$ cat config.mk
export PLATFORM = sky130hd
export DESIGN_NAME = time_load_arbiter
export DESIGN_NICKNAME = d
export VERILOG_FILES = /design/src/rtl/time_load_arbiter.sv
export SDC_FILE = /design/constraint.sdc
export NUM_CORES = 1
export LEC_CHECK = 0
export BUFFER_PORTS_ARGS = -buffer_cell sky130_fd_sc_hd__buf_4
export CAP_MARGIN = 15
export CELL_PAD_IN_SITES_DETAIL_PLACEMENT = 1
export CELL_PAD_IN_SITES_GLOBAL_PLACEMENT = 1
export CORE_MARGIN = 8
export CORE_UTILIZATION = 30
export CTS_BUF_LIST = sky130_fd_sc_hd__clkbuf_4
export DETAILED_ROUTE_END_ITERATION = 7
export GPL_TIMING_DRIVEN = 0
export HOLD_SLACK_MARGIN = 0.05
export PLACE_DENSITY = 0.75
export SLEW_MARGIN = 20
export SYNTH_ARGS = -nofsm -noshare
export SYNTH_HDL_FRONTEND = slang
export SYNTH_SLANG_ARGS = --single-unit
$ cat constraint.sdc
create_clock -name clk -period 1.6 [get_ports clk]
set_clock_uncertainty 0.1 [all_clocks]
set_input_delay 0.48 -clock clk [delete_from_list [all_inputs] [get_ports clk]]
set_output_delay 0.48 -clock clk [all_outputs]
set_load 0.01 [all_outputs]
$ cat src/rtl/time_load_arbiter.sv
// Round-robin arbiter sharing the watch_time load port (set_time/bin_time) between
// N_REQ requesters; a load never starts in a cycle that follows a sampled 1 Hz tick.
module time_load_arbiter #(
    parameter int unsigned N_REQ    = 2,
    parameter int unsigned TIME_W   = 48,
    parameter int unsigned HOLD_CYC = 2,
    localparam int unsigned IDX_W   = $clog2(N_REQ)
) (
    input  logic                      clk,
    input  logic                      rst,
    input  logic                      clk1sec,
    input  logic [N_REQ-1:0]          req,
    input  logic [N_REQ*TIME_W-1:0]   req_time,
    output logic [N_REQ-1:0]          ack,
    output logic                      set_time,
    output logic [TIME_W-1:0]         bin_time,
    output logic [IDX_W-1:0]          owner,
    output logic                      busy
);

    localparam int unsigned SUM_W = IDX_W + 1;
    localparam int unsigned CNT_W = 4;

    typedef enum logic [1:0] {
        ST_IDLE  = 2'd0,
        ST_GRANT = 2'd1,
        ST_LOAD  = 2'd2,
        ST_ACK   = 2'd3
    } state_t;

    state_t             r_state;
    logic [IDX_W-1:0]   r_ptr;
    logic [CNT_W-1:0]   r_cnt;
    logic [IDX_W-1:0]   r_owner;
    logic [TIME_W-1:0]  r_bin;
    logic               r_set;
    logic [N_REQ-1:0]   r_ack;
    logic               r_busy;

    state_t             w_state_nxt;
    logic [IDX_W-1:0]   w_ptr_nxt;
    logic [CNT_W-1:0]   w_cnt_nxt;
    logic [IDX_W-1:0]   w_owner_nxt;
    logic [TIME_W-1:0]  w_bin_nxt;
    logic               w_set_nxt;
    logic [N_REQ-1:0]   w_ack_nxt;
    logic               w_busy_nxt;

    logic [IDX_W-1:0]   w_win;
    logic               w_any;
    logic [SUM_W-1:0]   w_sum;

    // Scan downward so the index closest to r_ptr (in rotation order) wins last.
    always_comb begin
        w_win = '0;
        w_any = 1'b0;
        w_sum = '0;
        for (int i = int'(N_REQ) - 1; i >= 0; i--) begin
            w_sum = SUM_W'(r_ptr) + SUM_W'(i);
            if (w_sum >= SUM_W'(N_REQ)) begin
                w_sum = w_sum - SUM_W'(N_REQ);
            end
            if (req[w_sum[IDX_W-1:0]]) begin
                w_win = w_sum[IDX_W-1:0];
                w_any = 1'b1;
            end
        end
    end

    always_comb begin
        w_state_nxt = r_state;
        w_ptr_nxt   = r_ptr;
        w_cnt_nxt   = r_cnt;
        w_owner_nxt = r_owner;
        w_bin_nxt   = r_bin;
        w_set_nxt   = 1'b0;
        w_ack_nxt   = '0;
        unique case (r_state)
            ST_IDLE: begin
                if (w_any) begin
                    w_state_nxt = ST_GRANT;
                    w_owner_nxt = w_win;
                    w_bin_nxt   = req_time[int'(w_win)*TIME_W +: TIME_W];
                end
            end
            ST_GRANT: begin
                if (!req[r_owner]) begin
                    w_state_nxt = ST_IDLE;
                end else if (!clk1sec) begin
                    w_state_nxt = ST_LOAD;
                    w_cnt_nxt   = CNT_W'(HOLD_CYC - 1);
                    w_set_nxt   = 1'b1;
                end
            end
            ST_LOAD: begin
                if (r_cnt == '0) begin
                    w_state_nxt        = ST_ACK;
                    w_ack_nxt[r_owner] = 1'b1;
                end else begin
                    w_cnt_nxt = r_cnt - CNT_W'(1);
                    w_set_nxt = 1'b1;
                end
            end
            ST_ACK: begin
                w_state_nxt = ST_IDLE;
                w_ptr_nxt   = (r_owner == IDX_W'(N_REQ - 1)) ? '0 : r_owner + IDX_W'(1);
            end
            default: w_state_nxt = ST_IDLE;
        endcase
        w_busy_nxt = (w_state_nxt != ST_IDLE);
    end

    always_ff @(posedge clk or negedge rst) begin
        if (!rst) begin
            r_state <= ST_IDLE;
            r_ptr   <= '0;
            r_cnt   <= '0;
            r_owner <= '0;
            r_bin   <= '0;
            r_set   <= 1'b0;
            r_ack   <= '0;
            r_busy  <= 1'b0;
        end else begin
            r_state <= w_state_nxt;
            r_ptr   <= w_ptr_nxt;
            r_cnt   <= w_cnt_nxt;
            r_owner <= w_owner_nxt;
            r_bin   <= w_bin_nxt;
            r_set   <= w_set_nxt;
            r_ack   <= w_ack_nxt;
            r_busy  <= w_busy_nxt;
        end
    end

    assign ack      = r_ack;
    assign set_time = r_set;
    assign bin_time = r_bin;
    assign owner    = r_owner;
    assign busy     = r_busy;

endmodule
Word-level counts from Yosys, hierarchy flattened
Cells that the tools add are included.
{ "word_totals": {"register_bits": 60, "input_bits": 101, "output_inout_bits": 53, "elab_cells": 64} }
{ "op_classes": {"addsub": 5, "multipliers": 1, "magnitude_cmp": 6, "eq_ne": 6, "shifts": 1, "mux": 30, "n_reduce_logical": 7} }
{ "op_table": {"columns": ["cell", "count"], "rows": [
  ["$shiftx 96x8->48", 1],
  ["$mux 1", 17],
  ["$mux 2", 6],
  ["$mux 4", 3],
  ["$pmux 2 s4", 1],
  ["$pmux 4 s2", 1],
  ["$lt 1x2->1 const B", 3],
  ["$ne 2x2->1 const B", 3],
  ["$eq 2x2->1 const B", 2],
  ["$logic_not 4->1", 1],
  ["$reduce_and 4->1", 1],
  ["$reduce_bool 2->1", 2],
  ["$sub 4x1->4 const B", 1],
  ["$mul 1x2->3 const B", 1],
  ["$add 1x1->2 const B", 1],
  ["$eq 2x1->1 const B", 1],
  ["$ge 1x2->1 const B", 1],
  ["$ge 2x2->1 const B", 1],
  ["$logic_not 2->1", 1],
  ["$pmux 1 s2", 1],
  ["$reduce_and 2->1", 1],
  ["$sub 1x1->1 const B", 2],
  ["$add 1x1->1 const B", 1],
  ["$demux 1 s1", 1],
  ["other kinds (2)", 2]
]} }

Longest topological paths before layout
Gate-level depths: netlist of the first run.
{ "logic_depth": {"word_depth": 10, "ltp_mapped": 7, "ltp_nobuf": 6} }

Least setup slack after synthesis of the first run
Ideal clock, no wire load.
{ "synth_timing": {"kind": "register to register", "from": "register r_state[0]", "to": "register r_owner (netlist: owner)", "setup_time_ns": 0.083, "arrival_time_ns": 1.389, "t_required_ns": 1.417, "path_slack_ns": 0.029, "path_stages_with_launch": 8, "n_path_buf": 2, "period_less_slack_ns": 1.571, "path_cell_list": "dfrtp_1 inv_1 ha_1 o21ai_1 buf_2 buf_2 nand2_1 o21ai_0"} }
{ "synth_via": {"elab_chain_len": 2} }
{ "synth_rtl": {"columns": ["element", "line_no", "source"], "rows": [
  ["start: declaration", "31", "state_t r_state;"],
  ["start signal: assignment", "124", "r_state <= w_state_nxt;"],
  ["$logic_not 2->1", "78", "unique case (r_state)"],
  ["$reduce_and 2->1 (no line)", null, null],
  ["end signal: assignment", "127", "r_owner <= w_owner_nxt;"],
  ["end: declaration", "34", "logic [IDX_W-1:0] r_owner;"]
]} }
No other way between the ends.
A chain may end at the register's enable or synchronous reset.

Worst setup path after layout of the first run
{ "layout_timing": {"from": "register r_owner (netlist: owner)", "to": "output owner"} }
{ "layout_rtl": {"columns": ["element", "line_no", "source"], "rows": [
  ["end: declaration", "17", "output logic [IDX_W-1:0] owner,"]
]} }
No word-level cell between the ends.

==> results of run 1 <==
## cells by family (layout without fill, tap and decap cells)
kind of cell,Yosys count,after routing
compound gates,70,70
flops,60,60
buf+inv,23,198
other cells,0,1
fa+ha+maj,6,6
simple gates,69,69
mux,49,49
## through the flow
step	util	TNS, ns
2_1_floorplan	-	0
3_3_place_gp	0.4516	-20.58
3_5_place_dp	0.4516	-22.03
4_1_cts	0.4845	-0.02230
5_1_grt	0.4910	-0.1521
6_report	0.4910	0
## report_power, final
group	internal [mW]	switching (mW)	leakage, nW
sequential	2.21	0.407	0.739
clock	0.797	0.574	0.0955
combinational	1.87	1.93	1.52
total	4.88	2.92	2.36
## placed cells by master (no fill, tap or decap), types with 3 or more instances in the layout
cell       netlist  routed
clkbuf_2         0       6
o21ai_0         13      13
dfrtp_1         60      59
nor2_1           6       6
o21ai_1         41      39
buf_4            1     160
ha_4             0       3
nand2_1         52      52
mux2i_1         49      47
buf_6            2       7
clkbuf_4         0      10
inv_2            1       5
a21oi_1          4       4
and3_1           4       4
inv_1            7       3
o21ai_4          0       3
bufinv_16        0       3
## cells in the mapped netlist, types with 2 or more instances
| library cell | instances |
|---|---|
| o21ai_0 | 13 |
| nor4b_1 | 2 |
| dfrtp_1 | 60 |
| nand2_1 | 52 |
| ha_1 | 6 |
| and3_1 | 4 |
| inv_1 | 7 |
| nor2_1 | 6 |
| o21a_1 | 2 |
| buf_6 | 2 |
| buf_2 | 6 |
| o21ai_1 | 41 |
| o21ai_2 | 2 |
| clkbuf_1 | 6 |
| mux2i_1 | 49 |
| a21oi_1 | 4 |
## state kept, by name, indices dropped and copies added, names as in the netlist
| register | cells |
|---|---|
| bin_time | 48 |
| r_ptr | 1 |
| r_cnt | 4 |
| owner | 1 |
| ack | 2 |
| set_time | 1 |
| busy | 1 |
| r_state | 2 |
## per-layer routing
metal	part of all wire	global-route usage
met5	0	0
met4	0.012	0.05595
met3	0.076	0.04966
met2	0.51	0.2596
met1	0.41	0.1727
## worst max path at each step
| stage | start | to | slack, ns | cells after the start |
|---|---|---|---|---|
| finish | owner | owner | 0.01 | 1 |
| global route | r_cnt[1] | r_cnt[1] | -0.06 | 6 |
| CTS | r_ptr | bin_time[41] | -0.01 | 5 |
| detailed placement | req[0] | bin_time[16] | -0.53 | 6 |
| global placement | req[0] | bin_time[22] | -0.49 | 6 |
| floorplan | r_state[0] | owner | 0.03 | 7 |
## final cells by class
type,count,area share
clock buffer,10,0.01655
buffer,14,0.02592
clock inverter,6,0.02261
tap,129,0.03558
inverter,8,0.006619
timing repair buffer,160,0.2672
multi-input combinational,194,0.2937
sequential,60,0.3312
antenna,1,0.0005516
## timing repair
item,in CTS,in global routing
buffers inserted,6,1
resized for setup,26,16
pin swaps,0,2
endpoints found under the setup margin,56,40
cloned,0,0
==> results.md, run 1 <==
| Quantity | Reported | Unit |
|---|---|---|
| Run status | complete, no violations | - |
| Post-Place Worst Slack | -0.5263 | ns |
| Compound-cell area share of the yosys netlist | 0.1351 | - |
| Most instantiated flip-flop cell in the synthesis netlist | dfrtp_1 | - |
| Reg-to-reg endpoint | r_cnt[1] | - |
| Deepest level of the CTS H-tree | 3 | - |
| Number of max-capacitance violations reported | 0 | - |
| Number of warnings reported in the yosys synthesis log | 0 | - |
| Synth Net Count | 384 | - |
| Delay of the slowest cell on the worst path | 0.46 | ns |
| CP max FO | 5 | - |
| Ordered cell list for the critical path | buf_6 | - |
| Pin count of the biggest net entering global routing | 61 | - |
| Count of placed standard cells in the final layout, fillers left out | 582 | - |
| Final antenna-violating net count | 0 | - |
| Number of cells in the design after placement | 559 | - |
| Xor-xnor portion of the synthesized cell area | 0 | - |
| Worst path required time | 1.02 | ns |
| F_max | 0.6293 | GHz |
| Syn Inst Count | 277 | - |
| Vias per inst | 4.631 | - |
| Clock latency reported for the late side of the worst-skew pair | 0.41 | ns |
| Area Overhead vs Synth | 58.48 | % |
| Post-synthesis average cell area | 10.33 | um2 |
| Adder-Cell Fraction of Synth Area | 0.02622 | - |
| Initial antenna violation count | 1 | - |
| Pwr dens | 1718 | nW/um2 |
| Violation count after the first detailed-routing iteration | 78 | - |
| Cell type group with the largest total delay on the critical path | flip-flops | - |
| Cell type with the highest aggregate area in the netlist | dfrtp_1 | - |
| Number of top-level pins | 154 | - |
| CP Class | flip-flop to output pin | - |
| Wire length after detailed routing | 9816 | um |
| Register clock-pin slew on the reported worst setup and hold paths | 0.12 | ns |
| Detailed-placement wirelength estimate | 7655 | um |
| Die height | 113.7 | um |
| Clock tree from TritonCTS | yes | - |
| Slew headroom | 0.4801 | - |
| Port Buffer Count | 153 | - |
| Nets | 554 | - |
| Seq. cell area | 1503 | um2 |
| Total standard cell area after synthesis | 2863 | um2 |
| Number of library cell types mapped by synthesis | 31 | - |
| Total congestion overflow after global routing | 0 | - |
| Fraction of layout cells with a size suffix above 1 | 0.4535 | - |
| Category of the worst setup path capture point | output pin | - |
| Largest family of logic cells by synthesized area | multiplexers | - |
| Cells on worst reg2reg path | 6 | - |
| Ratio of final minimum period to clock period | 0.9931 | - |
| Count of clock tree sinks | 60 | - |
| Crit path launch type | flip-flop | - |
| Top cells by area, synth | dfrtp_1, mux2i_1, o21ai_1, nand2_1, ha_1 | - |
| Total Die Area | 12920 | um2 |
| Number of global-route vias before repair | 2985 | - |
| Buffers from clock root to sink, at most | 2 | - |
| Final design area excluding fillers | 4537 | um2 |
| CTS hold repair buffers | 0 | - |
| Fill cell count | 1070 | - |
| Mux contribution to synthesized area | 0.1713 | - |
| Setup violations, final | 0 | - |
| Cell Area, Placed | 4173 | um2 |
| Wire length of the first global-routing pass | 15410 | um |
| Worst vdd rail ir drop | 0.6453 | mV |
| Number of hold-slack violations in the final timing report | 0 | - |
| Final count of pins violating max slew | 0 | - |
| Area of the multi-input gates | 1333 | um2 |
| Fin crit period | 1.589 | ns |
| Setup slack after layout | 0.01097 | ns |
| Transition time of the tightest slew-check pin | 0.7798 | ns |
| Post-synthesis share of cell area spent on and, or, nand and nor gates | 0.1036 | - |
| Design Power | 7.793 | mW |
| Unrepaired setup endpoints after global routing | true | - |
| Total Routing Usage GR | 0.1518 | - |
| Number of enable flip-flop cells after synthesis | 0 | - |
| Core area | 9240 | um2 |
| Proportion of synthesized flip-flops having asynchronous set or reset | 1.000 | - |
| Crit path max-delay cell type | dfrtp_2 | - |
| Root buf cell | clkbuf_4 | - |
| Reg2reg start | r_cnt[1] | - |
| Starting Density | 0.3098 | - |
| Global placer's final weighted congestion | 0.7636 | - |
| Yosys top cell area share | 0.5245 | - |
| Flops & latches, synth | 60 | - |
| Crit path buffers/inverters | 1 | - |
| Number of buffers created by CTS | 9 | - |
| Total number of vias | 2695 | - |
| Fraction of the yosys area taken by sequential cells | 0.5245 | - |
| Final routed wire length divided by cell count | 16.87 | um |
| Register-to-register setup slack | 0.04 | ns |
| Critical path arrival | 1.01 | ns |
| Detailed Routing Iterations Pass 1 | 4 | - |
| FP Rows | 35 | - |
| Leak Pwr | 2.357 | nW |
| Width of the chip | 113.7 | um |
| Class of the tightest hold or removal check | input pin to asynchronous set/reset pin | - |
| Post-route DRC | 0 | - |
| Final worst hold slack | 0.02388 | ns |
Note: power is estimated with default switching activity, not from simulation.
==> run 2: changes to the inputs <==
--- a/config.mk
+++ b/config.mk
@@ -11,2 +11,3 @@
 export CELL_PAD_IN_SITES_GLOBAL_PLACEMENT = 1
+export CORE_ASPECT_RATIO = 0.75
 export CORE_MARGIN = 8
==> constraint.sdc (replaced) <==
create_clock -name clk -period 1.6 [get_ports clk]
set_clock_uncertainty 0.1 [all_clocks]
set_input_delay 0.16 -clock clk [delete_from_list [all_inputs] [get_ports clk]]
set_output_delay 0.16 -clock clk [all_outputs]
set_load 0.01 [all_outputs]
==> run 2 against run 1 <==
Die area is 0.25% higher. Sequential cell count stayed put. Hold slack better by 0.23 ns. Core utilization is 9.0 points higher.
==> results.md, run 2 (synthesized netlist as in run 1, its figures left out) <==
| Quantity | Reported | Unit |
|---|---|---|
| Buffers from clock root to sink, at most | 2 | - |
| Number of top-level pins | 154 | - |
| CP Class | flip-flop to flip-flop | - |
| Number of global-route vias before repair | 3770 | - |
| Number of max-capacitance violations reported | 0 | - |
| Wire length after detailed routing | 13100 | um |
| Crit path launch type | flip-flop | - |
| Cell with the most instances on the worst path | o21ai_2 | - |
| Ordered cell list for the critical path | buf_4 > ha_1 > o21ai_2 > o21ai_2 > a211o_1 | - |
| Detailed-placement wirelength estimate | 7731 | um |
| Commonest non-fill, non-tap cells in the layout | buf_4, dlygate4sd3_1, dfrtp_1, nand2_1, mux2i_1 | - |
| Worst path required time | 1.82 | ns |
| Final count of pins violating max slew | 0 | - |
| Violation count after the first detailed-routing iteration | 100 | - |
| Fin crit period | 1.595 | ns |
| Wire length of the first global-routing pass | 20430 | um |
| Run status | complete, no violations | - |
| Pwr dens | 1389 | nW/um2 |
| Delay of the slowest cell on the worst path | 0.41 | ns |
| Area Overhead vs Synth | 91.96 | % |
| Deepest level of the CTS H-tree | 3 | - |
| Vias per inst | 4.564 | - |
| Number of hold-slack violations in the final timing report | 0 | - |
| Total congestion overflow after global routing | 0 | - |
| Number of buffers created by CTS | 9 | - |
| FP Rows | 31 | - |
| Initial antenna violation count | 5 | - |
| Pin count of the biggest net entering global routing | 61 | - |
| CP max FO | 5 | - |
| Met1 global-route usage | 0.2057 | - |
| Cell type group with the largest total delay on the critical path | compound AO/OA/AOI/OAI gates | - |
| M3 GR Usage | 0.06924 | - |
| Count of placed standard cells in the final layout, fillers left out | 699 | - |
| Crit path buffers/inverters | 1 | - |
| Count of clock tree sinks | 60 | - |
| Port Buffer Count | 153 | - |
| Final worst hold slack | 0.2538 | ns |
| F_max | 0.6269 | GHz |
| Global placer's final weighted congestion | 0.7708 | - |
| Class of the tightest hold or removal check | input pin to asynchronous set/reset pin | - |
| Total number of vias | 3190 | - |
| Fraction of layout cells with a size suffix above 1 | 0.3786 | - |
| Final design area excluding fillers | 5495 | um2 |
| Ratio of final minimum period to clock period | 0.9970 | - |
| Category of the worst setup path capture point | flip-flop | - |
| Crit path max-delay cell type | dfrtp_1 | - |
| Clock latency reported for the late side of the worst-skew pair | 0.43 | ns |
| Final antenna-violating net count | 0 | - |
| Nets | 662 | - |
| Worst vdd rail ir drop | 0.5603 | mV |
| Transition time of the tightest slew-check pin | 0.7913 | ns |
| Detailed Routing Iterations Pass 1 | 4 | - |
| Total Routing Usage GR | 0.2049 | - |
| Post-route DRC | 0 | - |
| Root buf cell | clkbuf_4 | - |
| Final routed wire length divided by cell count | 18.74 | um |
| Most Crowded Layer GR | met2 | - |
| Leak Pwr | 2.781 | nW |
| Setup violations, final | 0 | - |
| Width of the chip | 128.8 | um |
| Post-Place Worst Slack | -0.5081 | ns |
| Clock tree from TritonCTS | yes | - |
| Slew headroom | 0.4725 | - |
| Number of cells in the design after placement | 562 | - |
| Critical path arrival | 1.81 | ns |
| Die height | 100.6 | um |
| Max reg flops | 48 | - |
| Starting Density | 0.3025 | - |
| Register clock-pin slew on the reported worst setup and hold paths | 0.11 | ns |
| Core area | 9464 | um2 |
| Cell Area, Placed | 4177 | um2 |
| Most common library cell in the layout ignoring fill and taps | buf_4 | - |
| Setup slack after layout | 0.004763 | ns |
| Total Neg Setup Slack | 0 | ns |
| Unrepaired setup endpoints after global routing | true | - |
| Global-route track usage on met2 | 0.3828 | - |
| Total Die Area | 12960 | um2 |
## run 2: power by group
group          total [mW]  switching, mW  internal (mW)
clock network       0.912          0.592          0.320
registers            2.65          0.439           2.21
logic                4.07           2.07           2.00
total                7.63           3.10           4.53
## run 2: metrics by stage
step | power [mW] | utilization
after floorplan | 4.327 | -
after global placement | 6.033 | 0.4413
after detailed placement | 6.197 | 0.4413
after CTS | 7.512 | 0.5690
after global routing | 8.242 | 0.5801
final | 7.634 | 0.5806
## run 2: worst register-to-register path, cell delays in order, from the launching register on
cell and delay, ns:
dfrtp_1 0.41, buf_4 0.16, ha_1 0.24, o21ai_2 0.13, o21ai_2 0.14, a211o_1 0.31
## run 2: layer usage
layer / vias up / part of all wire
li1: 1527 / -
met1: 1547 / 0.38
met2: 97 / 0.54
met3: 19 / 0.064
met4: 0 / 0.020
met5: - / 0
## run 2: layout make-up
cell class,count,area [um2]
tap,132,165.2
inverter,8,30.03
buffer,15,108.9
antenna,7,17.52
timing repair buffer,267,2261
sequential,60,1501
multi-input combinational,194,1305
clock inverter,6,31.28
clock buffer,10,75.07
fill,1080,3969
## run 2: final timing paths
| kind | from | end | slack, ns | cells after the start |
|---|---|---|---|---|
| worst max-delay path | r_state[0] | r_cnt[1] | 0.005 | 5 |
| worst min-delay path | rst | bin_time[3] | 0.25 | 2 |
| worst max register to register | r_state[0] | r_cnt[1] | 0.005 | 5 |
| worst min register to register | bin_time[43] | bin_time[43] | 0.39 | 2 |
| max in group asynchronous | rst | bin_time[26] | 0.63 | 2 |
| min in group clk | bin_time[43] | bin_time[43] | 0.39 | 2 |
## run 2: what timing repair did
| item | CTS | global route |
|---|---|---|
| pin swaps | 0 | 3 |
| endpoints found under the setup margin | 55 | 51 |
| hold endpoints to repair | 112 | 0 |
| gates resized for setup | 22 | 10 |
| setup buffers | 4 | 9 |
| hold buffers | 101 | 0 |
| gates cloned | 0 | 0 |
